$ cat src/rtl/scan_pkg.sv
// Shared types and the hex-to-7-segment decode for the display scan controller.
package scan_pkg;

  typedef enum logic [1:0] {IDLE, SHOW, BLANK} scan_state_t;

  localparam logic [6:0] SEG_BLANK = 7'h7F;

  // Active-low {g,f,e,d,c,b,a}
  function automatic logic [6:0] seg_decode(input logic [3:0] nib);
    logic [6:0] seg;
    case (nib)
      4'h0: seg = 7'h40;
      4'h1: seg = 7'h79;
      4'h2: seg = 7'h24;
      4'h3: seg = 7'h30;
      4'h4: seg = 7'h19;
      4'h5: seg = 7'h12;
      4'h6: seg = 7'h02;
      4'h7: seg = 7'h78;
      4'h8: seg = 7'h00;
      4'h9: seg = 7'h10;
      4'hA: seg = 7'h08;
      4'hB: seg = 7'h03;
      4'hC: seg = 7'h46;
      4'hD: seg = 7'h21;
      4'hE: seg = 7'h06;
      default: seg = 7'h0E;
    endcase
    return seg;
  endfunction

endpackage

$ cat src/rtl/tick_gen.sv
// Prescaler: one-cycle tick every COUNT_MAX cycles while enabled, held at 0 otherwise.
module tick_gen #(
  parameter int COUNT_MAX = 20000
) (
  input  logic clk_in,
  input  logic reset,
  input  logic enable,
  output logic tick
);

  localparam int CW = (COUNT_MAX > 2) ? $clog2(COUNT_MAX) : 1;

  logic [CW-1:0] count;

  assign tick = enable && (count == CW'(COUNT_MAX - 1));

  always_ff @(posedge clk_in) begin
    if (reset || !enable || tick) begin
      count <= '0;
    end else begin
      count <= count + CW'(1);
    end
  end

endmodule

$ cat src/rtl/display_scan_ctrl.sv
// Time-multiplexed N-digit common-anode 7-segment scan controller with blanking slots.
// Optional leading-zero blanking is built when SCAN_LZB_EN is defined.
module display_scan_ctrl
  import scan_pkg::*;
#(
  parameter int COUNT_MAX   = 20000,
  parameter int N_DIGITS    = 8,
  parameter int BLANK_TICKS = 1
) (
  input  logic                        clk_in,
  input  logic                        reset,
  input  logic                        enable,
  input  logic [4*N_DIGITS-1:0]       digits_in,
  input  logic [N_DIGITS-1:0]         dp_in,
  output logic [N_DIGITS-1:0]         anodes_out,
  output logic [6:0]                  segments_out,
  output logic                        dp_out,
  output logic [$clog2(N_DIGITS)-1:0] digit_idx,
  output logic                        frame_done
);

  localparam int IW = $clog2(N_DIGITS);
  localparam int BW = (BLANK_TICKS > 2) ? $clog2(BLANK_TICKS) : 1;

  scan_state_t           state, state_nx;
  logic [IW-1:0]         idx, idx_nx, idx_inc;
  logic [BW-1:0]         bcnt, bcnt_nx;
  logic [4*N_DIGITS-1:0] snap_dig, snap_dig_nx;
  logic [N_DIGITS-1:0]   snap_dp, snap_dp_nx;
  logic [N_DIGITS-1:0]   lz_mask;
  logic                  frame_start, wrap_start;
  logic                  run, tick, last_digit;
  logic [3:0]            nib;
  logic [N_DIGITS-1:0]   an_nx;
  logic [6:0]            seg_nx;
  logic                  dp_nx;

  assign run        = enable && (state != IDLE);
  assign last_digit = (idx == IW'(N_DIGITS - 1));
  assign idx_inc    = last_digit ? '0 : idx + IW'(1);

  tick_gen #(.COUNT_MAX(COUNT_MAX)) u_tick_gen (
    .clk_in (clk_in),
    .reset  (reset),
    .enable (run),
    .tick   (tick)
  );

  always_comb begin
    state_nx    = state;
    idx_nx      = idx;
    bcnt_nx     = bcnt;
    frame_start = 1'b0;
    wrap_start  = 1'b0;
    if (!enable) begin
      state_nx = IDLE;
      idx_nx   = '0;
      bcnt_nx  = '0;
    end else begin
      case (state)
        IDLE: begin
          state_nx    = SHOW;
          idx_nx      = '0;
          bcnt_nx     = '0;
          frame_start = 1'b1;
        end
        SHOW: if (tick) begin
          if (BLANK_TICKS == 0) begin
            idx_nx      = idx_inc;
            frame_start = last_digit;
            wrap_start  = last_digit;
          end else begin
            state_nx = BLANK;
            bcnt_nx  = '0;
          end
        end
        BLANK: if (tick) begin
          if (bcnt == BW'(BLANK_TICKS - 1)) begin
            state_nx    = SHOW;
            idx_nx      = idx_inc;
            bcnt_nx     = '0;
            frame_start = last_digit;
            wrap_start  = last_digit;
          end else begin
            bcnt_nx = bcnt + BW'(1);
          end
        end
        default: state_nx = IDLE;
      endcase
    end
  end

  assign snap_dig_nx = frame_start ? digits_in : snap_dig;
  assign snap_dp_nx  = frame_start ? dp_in     : snap_dp;

`ifdef SCAN_LZB_EN
  // Zeros above the first nonzero (or dp-marked) digit stay dark; digit 0 always shows.
  always_comb begin
    logic in_run;
    lz_mask = '0;
    in_run  = 1'b1;
    for (int i = N_DIGITS - 1; i >= 1; i--) begin
      if (in_run && (snap_dig_nx[4*i +: 4] == 4'h0) && !snap_dp_nx[i]) begin
        lz_mask[i] = 1'b1;
      end else begin
        in_run = 1'b0;
      end
    end
  end
`else
  assign lz_mask = '0;
`endif

  // Outputs are decoded from the next-state view so the registers line up with the FSM.
  always_comb begin
    nib    = '0;
    an_nx  = '1;
    seg_nx = SEG_BLANK;
    dp_nx  = 1'b1;
    for (int i = 0; i < N_DIGITS; i++) begin
      if (idx_nx == IW'(i)) nib = snap_dig_nx[4*i +: 4];
    end
    if (state_nx == SHOW && !lz_mask[idx_nx]) begin
      an_nx[idx_nx] = 1'b0;
      seg_nx        = seg_decode(nib);
      dp_nx         = ~snap_dp_nx[idx_nx];
    end
  end

  always_ff @(posedge clk_in) begin
    if (reset) begin
      state        <= IDLE;
      idx          <= '0;
      bcnt         <= '0;
      snap_dig     <= '0;
      snap_dp      <= '0;
      anodes_out   <= '1;
      segments_out <= SEG_BLANK;
      dp_out       <= 1'b1;
      frame_done   <= 1'b0;
    end else begin
      state        <= state_nx;
      idx          <= idx_nx;
      bcnt         <= bcnt_nx;
      snap_dig     <= snap_dig_nx;
      snap_dp      <= snap_dp_nx;
      anodes_out   <= an_nx;
      segments_out <= seg_nx;
      dp_out       <= dp_nx;
      frame_done   <= wrap_start;
    end
  end

  assign digit_idx = idx;

endmodule

$ cat config.mk
export PLATFORM = sky130hd
export DESIGN_NAME = display_scan_ctrl
export DESIGN_NICKNAME = d
export VERILOG_FILES = /design/src/rtl/scan_pkg.sv /design/src/rtl/tick_gen.sv /design/src/rtl/display_scan_ctrl.sv
export SDC_FILE = /design/constraint.sdc
export NUM_CORES = 1
export LEC_CHECK = 0
export CORE_MARGIN = 2
export CORE_UTILIZATION = 25
export CTS_CLUSTER_DIAMETER = 40
export DETAILED_ROUTE_END_ITERATION = 7
export MAX_ROUTING_LAYER = met4
export PLACE_DENSITY = 0.41
export SLEW_MARGIN = 20
export SYNTH_ARGS = -nofsm -noshare
export SYNTH_HDL_FRONTEND = slang
export SYNTH_SLANG_ARGS = --single-unit
$ cat constraint.sdc
create_clock -name clk_in -period 7 [get_ports clk_in]
set_input_delay 1.05 -clock clk_in [delete_from_list [all_inputs] [get_ports clk_in]]
set_output_delay 1.05 -clock clk_in [all_outputs]
set_load 0.01 [all_outputs]
==> results.cfg <==
[hold_path]
hold_start = snap_dig[24]
min_path_cells = 2
min_to = snap_dig[24]
hold_path.class = reg -> reg

[route]
finalWirelength_um = 10200
via_per_inst = 4.73
dr.pass1.iters = 4
via_count = 3229
routedWlPerCell_um = 15.0
ant_nets = 0
drtIter0Drc = 249
drt_drc_violations_left = 0

[clocking]
post_cts_resized = 0
clock_latency_ns = 0.34
cts_hold_buf = 0
clockRootBuffer = clkbuf_16
clkTransAtPathRegs_ns = 0.06
cts_buffers = 9
cts_sinks = 77
htreeDepth = 3
cts_setup_buffers = 0
cts_tree = yes
cts_max_path_buffers = 2

[worst_setup_path]
r2r_setup_slack_ns = 3.06
cpPeakStageDelay_ns = 0.81
r2r-end = segments_out[0]
cp-end-kind = flop
crit_type = in -> reg
cp_max_fo = 37
crit_buf_inv = 3
cp_slowest_cell = o311ai_2
cp_data_arrival_time_ns = 4.72
required_ns = 7.22
timing.rr.start = u_tick_gen.count[0]
reg2reg_depth = 12
crit_path_frequent_cell = a21o_1
cp_cell_sequence = clkdlybuf4s50_1 -> inv_1 -> nor4b_2 -> a21o_1 -> buf_4 -> a21o_1 -> a21oi_1 -> o311ai_2 -> nand2b_1 -> o22ai_1 -> o21ai_1
cp_top_family = compound AO/OA/AOI/OAI gates
worstSetupStartpointType = input port

[synth]
synth_edf_count = 0
synthSimpleGateAreaFrac_pct = 23.8
synth_warnings = 0
synth_mux_area_share_pct = 4.03
async_reset_ff_share_pct = 0
synth.distinct_cells = 60
synth_area_per_cell_sq_um = 8.31
synth_xor_area_share_pct = 2.61
yosysTopAreaCell = dfxtp_1
synth_cells = 445
synthAdderAreaFrac_pct = 3.05
synth_top_family_by_area = simple AND/OR/NAND/NOR gates
synthTopCellsByCount = nand2_1 (119), dfxtp_1 (77), a21oi_1 (56)
synth_top_area_share_pct = 41.7
syn_area_sq_mm = 0.00370
postSynth.topFlopCell = dfxtp_1
ys_top_cells_by_area = dfxtp_1 (42%), nand2_1 (12%), a21oi_1 (7.6%), nor2_1 (3.6%), ha_1 (3.0%)
synth_most_common_cell = nand2_1
ys_seq_elements = 77
syn_nets = 497
yosysSeqAreaShare_pct = 41.7
synth_compound_area_share_pct = 19.9

[finish]
drive_gt1_share_pct = 8.03
layout.cells.non_filler = 682
antenna_cells = 0
fin_nets = 548
syn_to_final_growth_pct = 26.7

[timing]
tns_ns = 0
finClkSkew_ns = 0.0121
slew_viol_final = 0
setup_viol = 0
clock.fmax_ghz = 0.222
hold_viol_final = 0
period_needed_ns = 4.50
tightest_slew_ns = 0.919
relSlewSlack_pct = 38.7
fin_crit_sh_pct = 64.3
rsz0062_at_grt = false

[die]
core_region_area_sq_mm = 0.0145
std_cell_rows = 44
start_util_pct = 25.5
die_h_um = 126
die_w_um = 126
io_pins = 63
dieArea_sq_mm = 0.0158

[run]
max-cap-violations = 0

[global_route]
grt_pass1_vias = 3031
grt_pass1_wl_um = 16200
antenna_found_initial = 0
track_usage_pct = 13.6
grt_max_degree = 45
grt-ovfl-total = 0

[run_status]
outcome = completed

[placement]
place_inst = 669
portBuffers = 62
place_hpwl_um = 7250
routabilityCongestion = 0.835

[power_and_ir_drop]
p_per_area_mw_per_mm2 = 213
ir_drop_mv = 0.114
p_total_mw = 0.999
p_leak_nw = 1.71
[tightest hold or removal path, cell delays in order, from the launching register on]
cell     delay [ns]
dfxtp_1        0.31
nand2_1        0.05
a21oi_1        0.05
[layout make-up]
class                   count  area, sq um
repair buffers             65          643
multi-input cells         336         1990
fillers                  1539         9800
flip-flops and latches     77         1540
well taps                 184          230
clock buffers              11          243
inverters                   7         26.3
clock inverters             2         12.5
[where the power goes]
part / internal [mW] / total, mW / switching [mW]
clock network: 0.243 / 0.419 / 0.176
registers: 0.455 / 0.464 / 0.00855
logic: 0.0562 / 0.116 / 0.0598
[kinds of logic after synthesis]
family / after synthesis
compound gates: 108
xor+xnor: 11
fa+ha+maj: 9
buf+inv: 32
flops: 77
mux: 13
simple gates: 195
[how the worst max path moves through the flow]
stage,endpoint,from,cells after the start
after floorplan,segments_out[5],enable,14
after global placement,segments_out[0],enable,11
final,segments_out[0],enable,11
after global routing,segments_out[0],enable,11
after CTS,segments_out[0],enable,11
after detailed placement,segments_out[0],enable,11
[cells in the final DEF (no fill, tap or decap), types with 2 or more instances in the layout]
cell type,instances
mux2i_1,10
inv_1,6
o21ai_0,5
dfxtp_1,77
clkbuf_16,9
o211ai_1,10
nor2_1,35
or3_1,2
a211oi_1,2
buf_4,3
xnor2_1,4
a21o_1,6
nand4_1,3
o21ai_1,5
a21oi_1,55
and3_1,3
o311ai_2,2
nand2_1,119
nand2b_1,4
clkdlybuf4s50_1,62
ha_1,9
xor2_1,7
nand3_1,14
nor3_1,2
a21oi_4,2
a31oi_1,4
a22o_1,2
and4_1,2
[sequential cells by signal, summed over array words and instances, names as in the netlist]
signal	flops
snap_dig	32
u_tick_gen.count	15
anodes_out	8
snap_dp	8
segments_out	7
digit_idx	3
state	2
dp_out	1
frame_done	1
[stage by stage]
step,utilization [%],hold slack [ns],area [sq um],setup slack (ns)
2_1_floorplan,-,0.430,3700,3.38
3_3_place_gp,30.6,0.441,4430,2.22
3_5_place_dp,30.6,0.445,4430,2.14
4_1_cts,32.3,0.454,4680,2.50
5_1_grt,32.3,0.467,4680,2.23
6_report,32.3,0.452,4680,2.50
[layer usage]
metal	share of wire, %	wire length, um	track usage [%]
met5	0	0	-
met4	1.3	133	5.88
met3	3.8	386	2.91
met2	44	4530	19.2
met1	51	5160	18.5
Note: power is estimated with default switching activity, not from simulation.
